File: config.mk
export PLATFORM = sky130hd
export DESIGN_NAME = main_fsm
export DESIGN_NICKNAME = d
export VERILOG_FILES = /design/src/rtl/main_fsm_pkg.sv /design/src/rtl/main_fsm_outdec.sv /design/src/rtl/main_fsm.sv
export SDC_FILE = /design/constraint.sdc
export NUM_CORES = 1
export LEC_CHECK = 0
export ABC_AREA = 1
export CAP_MARGIN = 0
export CORE_AREA = 2 2 39 41
export CTS_BUF_LIST = sky130_fd_sc_hd__clkbuf_16
export CTS_CLUSTER_DIAMETER = 40
export CTS_CLUSTER_SIZE = 8
export DETAILED_ROUTE_END_ITERATION = 8
export DIE_AREA = 0 0 41 43
export DONT_BUFFER_PORTS = 1
export SLEW_MARGIN = 15
export SYNTH_ARGS = -nofsm -noshare
export SYNTH_HDL_FRONTEND = slang
export SYNTH_SLANG_ARGS = --single-unit
File: constraint.sdc
create_clock -name clk -period 3.2 [get_ports clk]
set_input_delay 0.64 -clock clk [delete_from_list [all_inputs] [get_ports clk]]
set_output_delay 0.64 -clock clk [all_outputs]
set_load 0.01 [all_outputs]
File: src/rtl/main_fsm_pkg.sv
// Shared types for the multicycle RISC-V main control FSM: state encoding,
// opcode constants, datapath select encodings and the supported-opcode check.
// Optional feature: define MAIN_FSM_JALR_EN to add the JALR/JALRLINK states.
package main_fsm_pkg;

  typedef enum logic [3:0] {
    S_FETCH    = 4'd0,
    S_DECODE   = 4'd1,
    S_MEMADR   = 4'd2,
    S_MEMREAD  = 4'd3,
    S_MEMWB    = 4'd4,
    S_MEMWRITE = 4'd5,
    S_EXECUTER = 4'd6,
    S_EXECUTEI = 4'd7,
    S_ALUWB    = 4'd8,
    S_BEQ      = 4'd9,
    S_JAL      = 4'd10
`ifdef MAIN_FSM_JALR_EN
    ,
    S_JALR     = 4'd11,
    S_JALRLINK = 4'd12
`endif
  } state_t;

  localparam logic [6:0] OP_LOAD  = 7'b0000011;
  localparam logic [6:0] OP_STORE = 7'b0100011;
  localparam logic [6:0] OP_RTYPE = 7'b0110011;
  localparam logic [6:0] OP_ITYPE = 7'b0010011;
  localparam logic [6:0] OP_BEQ   = 7'b1100011;
  localparam logic [6:0] OP_JAL   = 7'b1101111;
  localparam logic [6:0] OP_JALR  = 7'b1100111;

  typedef enum logic [1:0] {
    SRCA_PC    = 2'b00,
    SRCA_OLDPC = 2'b01,
    SRCA_RD1   = 2'b10
  } alu_src_a_t;

  typedef enum logic [1:0] {
    SRCB_RD2  = 2'b00,
    SRCB_IMM  = 2'b01,
    SRCB_FOUR = 2'b10
  } alu_src_b_t;

  typedef enum logic [1:0] {
    RES_ALUOUT    = 2'b00,
    RES_DATA      = 2'b01,
    RES_ALURESULT = 2'b10
  } result_src_t;

  typedef enum logic [1:0] {
    ALUOP_ADD   = 2'b00,
    ALUOP_SUB   = 2'b01,
    ALUOP_FUNCT = 2'b10
  } alu_op_t;

  // True when DECODE has somewhere to go for this opcode; everything else
  // is flagged illegal and sent back to FETCH.
  function automatic logic op_supported(input logic [6:0] op);
    logic ok;
    ok = (op == OP_LOAD) || (op == OP_STORE) || (op == OP_RTYPE) ||
         (op == OP_ITYPE) || (op == OP_BEQ) || (op == OP_JAL);
`ifdef MAIN_FSM_JALR_EN
    ok = ok || (op == OP_JALR);
`endif
    return ok;
  endfunction

endpackage

File: src/rtl/main_fsm_outdec.sv
// Combinational per-state output decode for main_fsm. Strobes here are raw;
// the top gates them with reset.
module main_fsm_outdec
  import main_fsm_pkg::*;
(
  input  state_t      state,
  input  logic [6:0]  op,
  input  logic        zero,
  input  logic        mem_ready,
  output logic        pc_write,
  output logic        ir_write,
  output logic        adr_src,
  output logic        mem_write,
  output logic        reg_write,
  output alu_src_a_t  alu_src_a,
  output alu_src_b_t  alu_src_b,
  output result_src_t result_src,
  output alu_op_t     alu_op,
  output logic        illegal_op
);

  logic pc_update;
  logic branch;

  // Drive each state's controls; anything a state does not mention stays 0.
  always_comb begin
    // NOTE: every output gets a default before the case so no path leaves a
    // signal unassigned, which would otherwise infer a latch.
    pc_update  = 1'b0;
    branch     = 1'b0;
    ir_write   = 1'b0;
    adr_src    = 1'b0;
    mem_write  = 1'b0;
    reg_write  = 1'b0;
    alu_src_a  = SRCA_PC;
    alu_src_b  = SRCB_RD2;
    result_src = RES_ALUOUT;
    alu_op     = ALUOP_ADD;
    illegal_op = 1'b0;
    case (state)
      S_FETCH: begin
        alu_src_b  = SRCB_FOUR;
        result_src = RES_ALURESULT;
        ir_write   = mem_ready;
        pc_update  = mem_ready;
      end
      S_DECODE: begin
        alu_src_a  = SRCA_OLDPC;
        alu_src_b  = SRCB_IMM;
        illegal_op = ~op_supported(op);
      end
      S_MEMADR: begin
        alu_src_a = SRCA_RD1;
        alu_src_b = SRCB_IMM;
      end
      S_MEMREAD: begin
        adr_src = 1'b1;
      end
      S_MEMWB: begin
        result_src = RES_DATA;
        reg_write  = 1'b1;
      end
      S_MEMWRITE: begin
        adr_src   = 1'b1;
        mem_write = 1'b1;
      end
      S_EXECUTER: begin
        alu_src_a = SRCA_RD1;
        alu_op    = ALUOP_FUNCT;
      end
      S_EXECUTEI: begin
        alu_src_a = SRCA_RD1;
        alu_src_b = SRCB_IMM;
        alu_op    = ALUOP_FUNCT;
      end
      S_ALUWB: begin
        reg_write = 1'b1;
      end
      S_BEQ: begin
        alu_src_a = SRCA_RD1;
        alu_op    = ALUOP_SUB;
        branch    = 1'b1;
      end
      S_JAL: begin
        alu_src_a = SRCA_OLDPC;
        alu_src_b = SRCB_FOUR;
        pc_update = 1'b1;
      end
`ifdef MAIN_FSM_JALR_EN
      S_JALR: begin
        alu_src_a  = SRCA_RD1;
        alu_src_b  = SRCB_IMM;
        result_src = RES_ALURESULT;
        pc_update  = 1'b1;
      end
      S_JALRLINK: begin
        alu_src_a  = SRCA_OLDPC;
        alu_src_b  = SRCB_FOUR;
        result_src = RES_ALURESULT;
        reg_write  = 1'b1;
      end
`endif
      default: ;
    endcase
  end

  // A taken branch writes the PC in the same cycle the ALU reports zero.
  assign pc_write = pc_update | (branch & zero);

endmodule

File: src/rtl/main_fsm.sv
// Multicycle RISC-V main control FSM: state register and next-state logic,
// with output decode in main_fsm_outdec. Strobes are held low while reset=0.
// Optional feature: MAIN_FSM_JALR_EN adds the JALR -> JALRLINK sequence.
module main_fsm
  import main_fsm_pkg::*;
(
  input  logic       clk,
  input  logic       reset,
  input  logic [6:0] op,
  input  logic       zero,
  input  logic       mem_ready,
  output logic       pc_write,
  output logic       ir_write,
  output logic       adr_src,
  output logic       mem_write,
  output logic       reg_write,
  output logic [1:0] alu_src_a,
  output logic [1:0] alu_src_b,
  output logic [1:0] result_src,
  output logic [1:0] alu_op,
  output logic       illegal_op
);

  state_t      state_q;
  state_t      state_d;
  logic        dec_pc_write;
  logic        dec_ir_write;
  logic        dec_mem_write;
  logic        dec_reg_write;
  logic        dec_illegal_op;
  alu_src_a_t  dec_alu_src_a;
  alu_src_b_t  dec_alu_src_b;
  result_src_t dec_result_src;
  alu_op_t     dec_alu_op;

  // State register; reset=0 drops straight back to FETCH.
  always_ff @(posedge clk or negedge reset) begin
    // NOTE: sequential state uses non-blocking assignment so every flop
    // samples its pre-edge value regardless of statement order.
    if (!reset) state_q <= S_FETCH;
    else        state_q <= state_d;
  end

  // Next-state logic; unknown encodings fall through to FETCH.
  always_comb begin
    state_d = S_FETCH;
    case (state_q)
      S_FETCH:    state_d = mem_ready ? S_DECODE : S_FETCH;
      S_DECODE: begin
        case (op)
          OP_LOAD, OP_STORE: state_d = S_MEMADR;
          OP_RTYPE:          state_d = S_EXECUTER;
          OP_ITYPE:          state_d = S_EXECUTEI;
          OP_BEQ:            state_d = S_BEQ;
          OP_JAL:            state_d = S_JAL;
`ifdef MAIN_FSM_JALR_EN
          OP_JALR:           state_d = S_JALR;
`endif
          default:           state_d = S_FETCH;
        endcase
      end
      S_MEMADR:   state_d = (op == OP_LOAD) ? S_MEMREAD : S_MEMWRITE;
      S_MEMREAD:  state_d = mem_ready ? S_MEMWB : S_MEMREAD;
      S_MEMWB:    state_d = S_FETCH;
      S_MEMWRITE: state_d = mem_ready ? S_FETCH : S_MEMWRITE;
      S_EXECUTER: state_d = S_ALUWB;
      S_EXECUTEI: state_d = S_ALUWB;
      S_ALUWB:    state_d = S_FETCH;
      S_BEQ:      state_d = S_FETCH;
      S_JAL:      state_d = S_ALUWB;
`ifdef MAIN_FSM_JALR_EN
      S_JALR:     state_d = S_JALRLINK;
      S_JALRLINK: state_d = S_FETCH;
`endif
      default:    state_d = S_FETCH;
    endcase
  end

  main_fsm_outdec u_outdec (
    .state      (state_q),
    .op         (op),
    .zero       (zero),
    .mem_ready  (mem_ready),
    .pc_write   (dec_pc_write),
    .ir_write   (dec_ir_write),
    .adr_src    (adr_src),
    .mem_write  (dec_mem_write),
    .reg_write  (dec_reg_write),
    .alu_src_a  (dec_alu_src_a),
    .alu_src_b  (dec_alu_src_b),
    .result_src (dec_result_src),
    .alu_op     (dec_alu_op),
    .illegal_op (dec_illegal_op)
  );

  // Selects already show FETCH values during reset because the state is
  // forced there; strobes are gated so nothing writes while reset is low.
  assign pc_write   = reset & dec_pc_write;
  assign ir_write   = reset & dec_ir_write;
  assign mem_write  = reset & dec_mem_write;
  assign reg_write  = reset & dec_reg_write;
  assign illegal_op = reset & dec_illegal_op;
  assign alu_src_a  = dec_alu_src_a;
  assign alu_src_b  = dec_alu_src_b;
  assign result_src = dec_result_src;
  assign alu_op     = dec_alu_op;

endmodule
Word level (Yosys, flattened, before mapping):

Index checks and enable logic that the tools add are counted.

* output and inout port bits: 14
* logic and storage cells: 57
* input port bits: 11
* register bits: 4

* bitwise gates (word level): 8
* multiplexer cells: 17
* reduce and logical (&&, ||, !) cells: 15
* eq/ne operators: 16

Operators by type and width (number)
* 4-bit one-hot mux with 6 select lines: 1
* 4-bit one-hot mux with 5 select lines: 1
* 4-bit by 3-bit == test with 1-bit output (second input constant): 4
* 2-bit one-hot mux with 2 select lines: 4
* 7-bit by 6-bit == test with 1-bit output (second input constant): 2
* 7-bit == test (second input constant): 2
* 4-bit == test (second input constant): 3
* 2-bit OR reduction: 6
* 3-bit 2-to-1 mux: 3
* 4-bit by 2-bit == test with 1-bit output (second input constant): 2
* 7-bit by 2-bit == test with 1-bit output (second input constant): 1
* 7-bit by 5-bit == test with 1-bit output (second input constant): 1
* 1-bit 2-to-1 mux: 7
* 1-bit AND: 6
* 3-bit OR reduction: 2
* 1-bit logical OR: 5
* 4-bit by 1-bit == test with 1-bit output (second input constant): 1
* 4-bit logical NOT: 1
* 4-bit OR reduction: 1
* 1-bit one-hot mux with 2 select lines: 1
* 1-bit NOT: 1
* 1-bit bitwise OR: 1

Depth between registers and ports, before layout:

Gate-level depths: netlist (run 1).

* depth after elaboration: 9
* depth in mapped cells: 7
* mapped depth without buffers: 7

Modules after synthesis:

From an unflattened synthesis (run 1), not the netlist that was laid out.

* cell total of the unflattened synthesis: 118
* area total of the unflattened synthesis: 624.3 µm²

By module, submodules not included
* main_fsm: sequential area each 100.1 µm², area an instance 414.1 µm², cells an instance 74, instances 1
* main_fsm_outdec: sequential area each 0.0 µm², area an instance 210.2 µm², cells an instance 44, instances 1

Worst setup path after synthesis (run 1):

OpenSTA, ideal clock, no wires.

* path kind: input-to-output
* from: input op[0]
* to: output illegal_op
* stages on the path: 5
* data arrival time: 1146 ps
* path slack: 1414 ps
* cells stage by stage: nand2_1 > nor2_1 > nand2_1 > nand3_1 > nor2_1

* longest elaborated chain between the ends: 9
* elaborated cells between the ends (all ways): 14
* classes of those cells: 6 x eq/ne; 1 x mux; 2 x bitwise; 5 x reduce/logical

RTL lines
* start, declared: line main_fsm.sv:9 `input logic [6:0] op,`
* 7-bit by 2-bit == test with 1-bit output / 7-bit by 6-bit == test with 1-bit output (equally long branches): line main_fsm_pkg.sv:61 `ok = (op == OP_LOAD) || (op == OP_STORE) || (op == OP_RTYPE) ||`
* 1-bit logical OR (3 in a row): line main_fsm_pkg.sv:61
* 1-bit logical OR: line main_fsm_pkg.sv:62 `(op == OP_ITYPE) || (op == OP_BEQ) || (op == OP_JAL);`
* 1-bit logical OR *: line main_fsm_pkg.sv:62
* 1-bit NOT *: line main_fsm_outdec.sv:50 `illegal_op = ~op_supported(op);`
* 1-bit 2-to-1 mux *: line main_fsm_outdec.sv:40 `case (state)`
* 1-bit AND *: line main_fsm.sv:102 `assign illegal_op = reset & dec_illegal_op;`
* end, declared: line main_fsm.sv:21 `output logic illegal_op`

Every way passes the cells marked *; elsewhere a longest branch is shown, timed or not.

Worst setup path after layout (run 1):

* from: register state_q[1]
* to: output pc_write

* longest elaborated chain between the ends: 5
* elaborated cells between the ends (all ways): 8
* classes of those cells: 2 x eq/ne; 2 x mux; 3 x bitwise; 1 x reduce/logical

RTL lines
* start, declared: line main_fsm.sv:24 `state_t state_q;`
* start signal, assigned: line main_fsm.sv:41 `else state_q <= state_d;`
* 4-bit == test: line main_fsm_outdec.sv:40
* 1-bit 2-to-1 mux: line main_fsm_outdec.sv:40
* 1-bit AND: line main_fsm_outdec.sv:108 `assign pc_write = pc_update | (branch & zero);`
* 1-bit bitwise OR *: line main_fsm_outdec.sv:108
* 1-bit AND *: line main_fsm.sv:98 `assign pc_write = reset & dec_pc_write;`
* end, declared: line main_fsm.sv:12 `output logic pc_write,`

Marked as above.

==> run summary, run 1 <==
POWER
--------------------------------------------------------------------------------------
Power density of the placed cells                                         483.0 mW/mm^2
Highest ir drop seen on vdd                                                   208.2 uV
Comb power frac                                                                  15.3%
Leakage dissipation                                                          0.3641 nW
Proportion of power drawn by flip-flops and latches                              19.1%
Part of the power in the clock network                                           65.6%
Net Sw Frac                                                                     23.09%
Internal power                                                                225.4 uW
P_sw                                                                          67.68 uW
Total power                                                                   293.1 uW

LAYOUT
--------------------------------------------------------------------------------------
Most frequent cells in the layout                                         nand2_1 (31), inv_1 (16), nor2_1 (13)
Top flop regs                                                               state_q x4
Final non-filler cell area                                                 606.8 sq um
Net total in the final layout                                                      111
Number of flip-flops in the largest register                                         4
Commonest non-fill, non-tap cell in the layout                                 nand2_1
P&R area growth vs syn                                                          18.58%
Layout filler cell count                                                           167
Antenna Diode Count                                                                  0
Most flop-heavy register                                                       state_q
Share of final-layout standard cells stronger than drive strength 1             17.35%

CLOCKING
--------------------------------------------------------------------------------------
Clock root buffer master                                                     clkbuf_16
Worst skew pair latency                                                        0.22 ns
Setup Buffers After CTS                                                              0
CTS clock-pin slew for the worst setup and hold paths                          0.03 ns
Number of H-tree levels                                                              1
Resized Gates After CTS                                                              0
Cts bufs inserted                                                                    3
Hold-fix buffers at CTS                                                              0
Number of sinks on the clock net                                                     4
CTS tree                                                                          done
CTS Buffer Depth                                                                     2

DETAILED ROUTING
--------------------------------------------------------------------------------------
Residual antenna-violating net count after detailed routing                          0
Drt wl/cell                                                                   10.45 um
Routed vias/inst                                                                 4.746
Pre-Repair DR Iteration Count                                                        4
Total DRC errors in the routed layout                                                0
Via Count                                                                          541
Total Wirelength                                                               1191 um
Number of DRC violations after detailed-routing iteration 0                          8

PLACEMENT
--------------------------------------------------------------------------------------
Post-place instance area                                                   531.8 sq um
HPWL after detailed placement                                                  1013 um
Number of buffer cells added on primary ports                                        0
Post-Place Setup Slack                                                        1.329 ns
Routability congestion estimate from global placement                           0.7744

SETUP PATH
--------------------------------------------------------------------------------------
CP Class                                                                  flip-flop to primary output
Slowest cell delay on critical path                                            0.42 ns
Critical path endpoint category                                           primary output
Highest net fanout along the worst path                                              5
Reg2Reg Depth                                                                        5
Beginning of the critical path                                              state_q[1]
Required time reported for the critical path endpoint                          2.56 ns
Endpoint of the worst setup timing path                                       pc_write
Worst setup slack for register-to-register paths                               2.10 ns
Reg-to-reg critical path startpoint                                         state_q[3]
Library cell contributing the largest single delay on the critical path        dfrtp_1
Kind of launch point of the worst setup path                                 flip-flop
Signal arrival time at the worst endpoint                                      1.35 ns
Capture instance of the worst register-to-register path                     state_q[3]
Ordered cell list for the critical path                                   nor2_2, nand3_1, nor2_1, inv_1, nand2_1

STA
--------------------------------------------------------------------------------------
Final worst clock skew                                                    0.0007755 ns
Fin Setup TNS                                                                     0 ns
Post-route worst setup slack                                                  1.214 ns
Period minus WS final                                                         1.986 ns
Worst Max-Slew Pin Slew                                                      0.3701 ns
Total setup violations reported at the end of the flow                               0
Max-slew violation total from the final report                                       0
RSZ-0062 raised after global routing                                             false
Final period util                                                               62.05%
Fmax                                                                        0.5036 GHz
Max-slew headroom                                                               75.07%
Hold violation total from the final report                                           0

FLOORPLAN
--------------------------------------------------------------------------------------
Core Area                                                                 0.001384 sq mm
Ports placed on the boundary                                                        25
Overall die area                                                          0.001763 sq mm
Chip Width                                                                       41 um
DIE HEIGHT                                                                       43 um
Initial cell density of the core                                                36.98%
Cell Rows                                                                           14

GLOBAL ROUTE
--------------------------------------------------------------------------------------
Global-route total usage across every layer                                     15.96%
Antenna violations before repair                                                     0
Global-route wire length before repair                                         1856 um
Pin count of the biggest net entering global routing                                 8
Number of global-route vias before repair                                          485
Total congestion overflow                                                            0

YOSYS
--------------------------------------------------------------------------------------
Synthesized flop and latch total                                                     4
Number of unique standard cell types used by synthesis                              14
Number of nets in the synthesized netlist                                          106
Synthesized area divided by synthesized cell count                         5.387 sq um
Warnings, synthesis                                                                  0
Sequential area share after synthesis                                           19.56%
Mapped Cells                                                                        95
Post-Syn Area                                                              511.7 sq um

JOB
--------------------------------------------------------------------------------------
Max Cap Violations                                                                   0

OUTCOME
--------------------------------------------------------------------------------------
Outcome                                                                   finished, final reports clean

WORST HOLD PATH
--------------------------------------------------------------------------------------
Worst Hold Class                                                          input pin to async pin

per-stage QoR:
step                std cells  hold slack (ns)  util (%)
floorplan                  95           0.3444         -
global placement          111           0.3447     38.43
detailed placement        111           0.3447     38.43
CTS                       114           0.1122     43.85
global route              114           0.1096     43.85
finish                    114           0.1148     43.85
power groups by stage:
| stage | Clock (mW) | Sequential [mW] | Combinational [mW] |
|---|---|---|---|
| global placement | 0 | 0.0564 | 0.0442 |
| floorplan | 0 | 0.0561 | 0.0387 |
| detailed placement | 0 | 0.0565 | 0.0450 |
| global route | 0.199 | 0.0562 | 0.0526 |
| CTS | 0.195 | 0.0560 | 0.0451 |
| finish | 0.192 | 0.0559 | 0.0448 |
layer usage:
metal	routed length (um)	vias up	track usage, %	share of wire, %
li1	-	296	-	-
met1	522	233	16.07	44
met2	629	12	27.19	53
met3	39	0	5.236	3.3
met4	0	0	8.000	0
met5	0	-	0	0
worst min path at each step:
stage,to,slack [ns],cells after the start
finish,state_q[1],0.11,0
floorplan,state_q[0],0.34,0
CTS,state_q[0],0.11,0
global placement,state_q[0],0.34,0
global route,state_q[0],0.11,0
detailed placement,state_q[0],0.34,0
cell type report:
| class | count | area, sq um | area share, % |
|---|---|---|---|
| clock buffer | 3 | 75.07 | 12.37 |
| multi-input combinational | 71 | 336.6 | 55.46 |
| tap | 16 | 20.02 | 3.299 |
| sequential | 4 | 100.1 | 16.49 |
| inverter | 20 | 75.07 | 12.37 |
cell families after synthesis:
kind of cell	Yosys count	share of synthesized area [%]
buffers and inverters	20	14.67
AO/OA/AOI/OAI	6	7.822
AND/OR/NAND/NOR	65	57.94
flip-flops	4	19.56
synthesized netlist by cell type:
| cell | instances | area share [%] |
|---|---|---|
| inv_1 | 16 | 12 |
| nand3_1 | 11 | 11 |
| nor3_1 | 1 | 0.98 |
| nor2_1 | 13 | 9.5 |
| o21ai_0 | 3 | 2.9 |
| o211ai_1 | 1 | 1.5 |
| a21oi_1 | 1 | 0.98 |
| dfrtp_1 | 4 | 20 |
| nor2_2 | 4 | 4.9 |
| inv_2 | 4 | 2.9 |
| nand2_1 | 31 | 23 |
| a211oi_2 | 1 | 2.4 |
| nand2_2 | 2 | 2.4 |
| nor2_4 | 3 | 6.6 |
worst max-delay path: cells and delay by family, from the launching register on:
kind | cells | cell delay [ns]
buf+inv | 1 | 0.06
flops | 1 | 0.42
simple gates | 4 | 0.64
No activity file was read; power rests on OpenSTA's default activity.
==> run 2: changes to the inputs <==
==> constraint.sdc (replaced) <==
create_clock -name clk -period 1.8 [get_ports clk]
set_input_delay 0.36 -clock clk [delete_from_list [all_inputs] [get_ports clk]]
set_output_delay 0.36 -clock clk [all_outputs]
set_load 0.01 [all_outputs]
==> run summary, run 2 (synthesized netlist as in run 1, its figures left out) <==
DETAILED ROUTING
--------------------------------------------------------------------------------------
Residual antenna-violating net count after detailed routing                          0
Number of DRC violations after detailed-routing iteration 0                          7
Pre-Repair DR Iteration Count                                                        5
Routed vias/inst                                                                 4.966
Drt wl/cell                                                                   10.18 um
Total Wirelength                                                               1181 um
Total DRC errors in the routed layout                                                0
Via Count                                                                          576

SETUP PATH
--------------------------------------------------------------------------------------
Critical path endpoint category                                           primary output
Slowest cell delay on critical path                                            0.40 ns
Kind of launch point of the worst setup path                                 flip-flop
Required time reported for the critical path endpoint                          1.44 ns
Highest net fanout along the worst path                                              6
Signal arrival time at the worst endpoint                                      1.30 ns
Most used cell, CP                                                              nor2_4
Library cell contributing the largest single delay on the critical path        dfrtp_1
CP Class                                                                  flip-flop to primary output
Ordered cell list for the critical path                                   nor2_4, inv_2, nor2_4, nand2_1, nor2_1

LAYOUT
--------------------------------------------------------------------------------------
Area taken by flip-flops and latches                                       100.1 sq um
Area used by multi-input combinational logic                               336.6 sq um
Top flop regs                                                               state_q x4
Fraction of the core area covered by cells at the end of the flow               45.12%
Net total in the final layout                                                      113
Most flop-heavy register                                                       state_q
Layout filler cell count                                                           157
Commonest non-fill, non-tap cell in the layout                                 nand2_1
Antenna Diode Count                                                                  0
Final non-filler cell area                                                 624.3 sq um
Most frequent cells in the layout                                         nand2_1 (31), inv_1 (16), nor2_1 (13)
Finished Layout Cells                                                              116
P&R area growth vs syn                                                          22.00%
Number of flip-flops in the largest register                                         4
Share of final-layout standard cells stronger than drive strength 1             18.00%

FLOORPLAN
--------------------------------------------------------------------------------------
Cell Rows                                                                           14
Chip Width                                                                       41 um
DIE HEIGHT                                                                       43 um
Core Area                                                                 0.001384 sq mm
Ports placed on the boundary                                                        25
Initial cell density of the core                                                36.98%
Overall die area                                                          0.001763 sq mm

CLOCKING
--------------------------------------------------------------------------------------
Clock root buffer master                                                     clkbuf_16
Cts bufs inserted                                                                    3
CTS Buffer Depth                                                                     2
Setup Buffers After CTS                                                              0
Number of H-tree levels                                                              1
CTS clock-pin slew for the worst setup and hold paths                          0.03 ns
Resized Gates After CTS                                                              0
Hold-fix buffers at CTS                                                              1
CTS tree                                                                          done
Worst skew pair latency                                                        0.22 ns
Number of sinks on the clock net                                                     4

STA
--------------------------------------------------------------------------------------
Max-slew headroom                                                               71.22%
Max-slew violation total from the final report                                       0
Hold violation total from the final report                                           0
RSZ-0062 raised after global routing                                             false
Worst Max-Slew Pin Slew                                                      0.4272 ns
Final period util                                                               92.02%
Hold slack                                                                   0.3413 ns
Fmax                                                                        0.6037 GHz
Total setup violations reported at the end of the flow                               0
Post-route worst setup slack                                                 0.1436 ns
Fin Setup TNS                                                                     0 ns
Period minus WS final                                                         1.656 ns
Final worst clock skew                                                    0.0007111 ns

WORST HOLD PATH
--------------------------------------------------------------------------------------
Worst Hold Class                                                          input pin to flip-flop

PLACEMENT
--------------------------------------------------------------------------------------
HPWL after detailed placement                                                  1004 um
Post-place instance area                                                   539.3 sq um
Post-Place Setup Slack                                                       0.3727 ns
Cells after DPL                                                                    112
Number of buffer cells added on primary ports                                        0
Routability congestion estimate from global placement                           0.7847

POWER
--------------------------------------------------------------------------------------
Total power                                                                   530.5 uW
Power density of the placed cells                                         849.7 mW/mm^2
Leakage dissipation                                                          0.3736 nW
Highest ir drop seen on vdd                                                   429.9 uV

GLOBAL ROUTE
--------------------------------------------------------------------------------------
Number of global-route vias before repair                                          476
Global-route total usage across every layer                                     15.41%
Global-route wire length before repair                                         1849 um
Total congestion overflow                                                            0
Pin count of the biggest net entering global routing                                 7
Antenna violations before repair                                                     0

OUTCOME
--------------------------------------------------------------------------------------
Outcome                                                                   finished, final reports clean

JOB
--------------------------------------------------------------------------------------
Max Cap Violations                                                                   0

-- run 2: cell count changes in the layout (fill, tap and decap cells not counted) --
cell,change
buf_4,+1
dlygate4sd3_1,+1
-- run 2: power by group --
part | switching, mW | internal (mW)
logic | 0.0590 | 0.0261
clock network | 0.0623 | 0.284
registers | 0.00496 | 0.0944
total | 0.126 | 0.404
-- run 2: critical path: cells and delay by family, from the launching register on --
kind                   cells  cell delay (ns)
and+or+nand+nor            4             0.59
DFF                        1             0.40
buffers and inverters      1             0.08
-- run 2: area by class of cell --
type	instances	share of cell area (%)
inverters	20	12.02
repair buffers	2	2.806
well taps	16	3.206
flip-flops and latches	4	16.03
multi-input cells	71	53.91
clock buffers	3	12.02
-- run 2: worst paths after layout --
| path | from | to | slack [ns] | cells after the start |
|---|---|---|---|---|
| setup / recovery | state_q[2] | illegal_op | 0.14 | 5 |
| max in group asynchronous | reset | state_q[1] | 1.21 | 1 |
| setup reg to reg | state_q[2] | state_q[1] | 0.72 | 5 |
| hold reg to reg | state_q[2] | state_q[1] | 0.71 | 3 |
| hold / removal | op[6] | state_q[2] | 0.34 | 3 |
| min in group asynchronous | reset | state_q[3] | 0.42 | 1 |
-- run 2: metal layers --
layer / routed length (um) / track usage (%) / vias up
met5: 0 / 0 / -
met4: 21 / 8.000 / 0
met3: 51 / 4.188 / 2
met2: 602 / 25.31 / 16
met1: 506 / 16.88 / 256
li1: - / - / 302
==> run 3: changes to the inputs <==
--- a/config.mk
+++ b/config.mk
@@ -14,6 +14,7 @@
 export DETAILED_ROUTE_END_ITERATION = 8
 export DIE_AREA = 0 0 41 43
 export DONT_BUFFER_PORTS = 1
+export PLACE_DENSITY = 0.57
 export SLEW_MARGIN = 15
 export SYNTH_ARGS = -nofsm -noshare
 export SYNTH_HDL_FRONTEND = slang
==> run summary, run 3 (synthesized netlist as in run 1, its figures left out) <==
LAYOUT
--------------------------------------------------------------------------------------
Layout filler cell count                                                           157
Commonest non-fill, non-tap cell in the layout                                 nand2_1
Net total in the final layout                                                      112
Most flop-heavy register                                                       state_q
Area used by multi-input combinational logic                               339.1 sq um
Top flop regs                                                               state_q x4
Finished Layout Cells                                                              115
Share of final-layout standard cells stronger than drive strength 1             18.18%
P&R area growth vs syn                                                          21.03%
Number of flip-flops in the largest register                                         4
Antenna Diode Count                                                                  0
Final non-filler cell area                                                 619.3 sq um
Area taken by flip-flops and latches                                       100.1 sq um
Most frequent cells in the layout                                         nand2_1 (31), inv_1 (16), nor2_1 (12)
Fraction of the core area covered by cells at the end of the flow               44.76%

SETUP PATH
--------------------------------------------------------------------------------------
Cell family contributing the most delay on the critical path              simple AND/OR/NAND/NOR gates
Slowest cell delay on critical path                                            0.42 ns
Number of buffer and inverter instances along the worst setup path                   1
Ordered cell list for the critical path                                   nor2_4, inv_2, nor2_4, nand2_1, nor2_1
Required time reported for the critical path endpoint                          1.44 ns
Library cell contributing the largest single delay on the critical path        dfrtp_1
Kind of launch point of the worst setup path                                 flip-flop
Highest net fanout along the worst path                                              6
Signal arrival time at the worst endpoint                                      1.32 ns
Critical path endpoint category                                           primary output
Most used cell, CP                                                              nor2_4
CP Class                                                                  flip-flop to primary output

POWER
--------------------------------------------------------------------------------------
Net Sw Frac                                                                     23.93%
Highest ir drop seen on vdd                                                   412.0 uV
Part of the power in the clock network                                           65.5%
Internal power                                                                402.8 uW
Proportion of power drawn by flip-flops and latches                              18.8%
Comb power frac                                                                  15.6%
Leakage dissipation                                                          0.3682 nW
Power density of the placed cells                                         854.9 mW/mm^2
P_sw                                                                          126.7 uW

STA
--------------------------------------------------------------------------------------
Period minus WS final                                                         1.677 ns
Max-slew violation total from the final report                                       0
Final period util                                                               93.18%
RSZ-0062 raised after global routing                                             false
Fin Setup TNS                                                                     0 ns
Fmax                                                                        0.5962 GHz
Total setup violations reported at the end of the flow                               0
Final worst clock skew                                                     0.001418 ns
Worst Max-Slew Pin Slew                                                      0.3530 ns
Max-slew headroom                                                               76.22%
Hold violation total from the final report                                           0
Post-route worst setup slack                                                 0.1228 ns

GLOBAL ROUTE
--------------------------------------------------------------------------------------
Antenna violations before repair                                                     0
Number of global-route vias before repair                                          512
Global-route total usage across every layer                                     16.97%
Global-route wire length before repair                                         1959 um
Pin count of the biggest net entering global routing                                 7
Total congestion overflow                                                            0

DETAILED ROUTING
--------------------------------------------------------------------------------------
Routed vias/inst                                                                 4.774
Total DRC errors in the routed layout                                                0
Via Count                                                                          549
Total Wirelength                                                               1187 um
Drt wl/cell                                                                   10.32 um
Pre-Repair DR Iteration Count                                                        4
Number of DRC violations after detailed-routing iteration 0                         10
Residual antenna-violating net count after detailed routing                          0

CLOCKING
--------------------------------------------------------------------------------------
CTS clock-pin slew for the worst setup and hold paths                          0.03 ns
CTS tree                                                                          done
CTS Buffer Depth                                                                     2
Clock root buffer master                                                     clkbuf_16
Number of H-tree levels                                                              1
Cts bufs inserted                                                                    3
Setup Buffers After CTS                                                              0
Worst skew pair latency                                                        0.23 ns
Number of sinks on the clock net                                                     4

PLACEMENT
--------------------------------------------------------------------------------------
Number of buffer cells added on primary ports                                        0
Cells after DPL                                                                    111
Post-place instance area                                                   531.8 sq um
Routability congestion estimate from global placement                           0.7345
Post-Place Setup Slack                                                       0.3284 ns
HPWL after detailed placement                                                 981.6 um

JOB
--------------------------------------------------------------------------------------
Max Cap Violations                                                                   0

FLOORPLAN
--------------------------------------------------------------------------------------
DIE HEIGHT                                                                       43 um
Cell Rows                                                                           14
Overall die area                                                          0.001763 sq mm
Initial cell density of the core                                                36.98%
Chip Width                                                                       41 um
Core Area                                                                 0.001384 sq mm
Ports placed on the boundary                                                        25

WORST HOLD PATH
--------------------------------------------------------------------------------------
Worst Hold Class                                                          input pin to flip-flop

OUTCOME
--------------------------------------------------------------------------------------
Outcome                                                                   finished, final reports clean

run 3: cell count changes in the layout (fill, tap and decap cells not counted), sizes merged:
cell	previous run	this run
buf	1	0
run 3: worst register-to-register path, cell delays in order (launching register included):
cell and delay [ns]:
dfrtp_1 0.42, nor2_2 0.18, inv_2 0.09, nor2_2 0.18, a21oi_1 0.08, nand2_1 0.08
run 3: per-stage QoR:
stage	hold WS, ns	total power [mW]
final	0.3565	0.5295
after CTS	0.3623	0.5352
after detailed placement	0.06453	0.1804
after global placement	0.06454	0.1803
after global routing	0.3917	0.5570
after floorplan	0.06441	0.1686
run 3: final timing paths:
| kind | endpoint | start | cells after the start | slack [ns] |
|---|---|---|---|---|
| max in group asynchronous | state_q[2] | reset | 1 | 1.22 |
| worst max register to register | state_q[3] | state_q[3] | 5 | 0.72 |
| worst min-delay path | state_q[2] | op[6] | 3 | 0.36 |
| worst max-delay path | illegal_op | state_q[3] | 5 | 0.12 |
| worst min register to register | state_q[1] | state_q[2] | 3 | 0.70 |
| min in group asynchronous | state_q[3] | reset | 1 | 0.41 |
run 3: power groups by stage:
stage	clock [mW]	combinational [mW]	sequential (mW)
after global routing	0.359	0.0974	0.100
final	0.347	0.0829	0.0997
after CTS	0.352	0.0831	0.0998
after detailed placement	0	0.0796	0.101
after global placement	0	0.0796	0.101
after floorplan	0	0.0688	0.0998
run 3: metal layers:
layer / vias to the layer above / part of all wire (%) / GRT usage [%]
li1: 296 / - / -
met1: 234 / 39 / 17.05
met2: 17 / 54 / 27.50
met3: 2 / 5.5 / 6.806
met4: 0 / 1.4 / 10.00
met5: - / 0 / 0
run 3: final cells by class:
cell class | instances | area share (%)
Timing Repair Buffer | 1 | 1.616
Clock buffer | 3 | 12.12
Tap cell | 16 | 3.232
Inverter | 20 | 12.12
Multi-Input combinational cell | 71 | 54.75
Sequential cell | 4 | 16.16
run 3: what timing repair did:
| item | in CTS | in global routing |
|---|---|---|
| hold buffers | 1 | 0 |
| gates resized for setup | 0 | 1 |
| endpoints found under the hold margin | 4 | 0 |
| setup endpoints to repair | 0 | 1 |
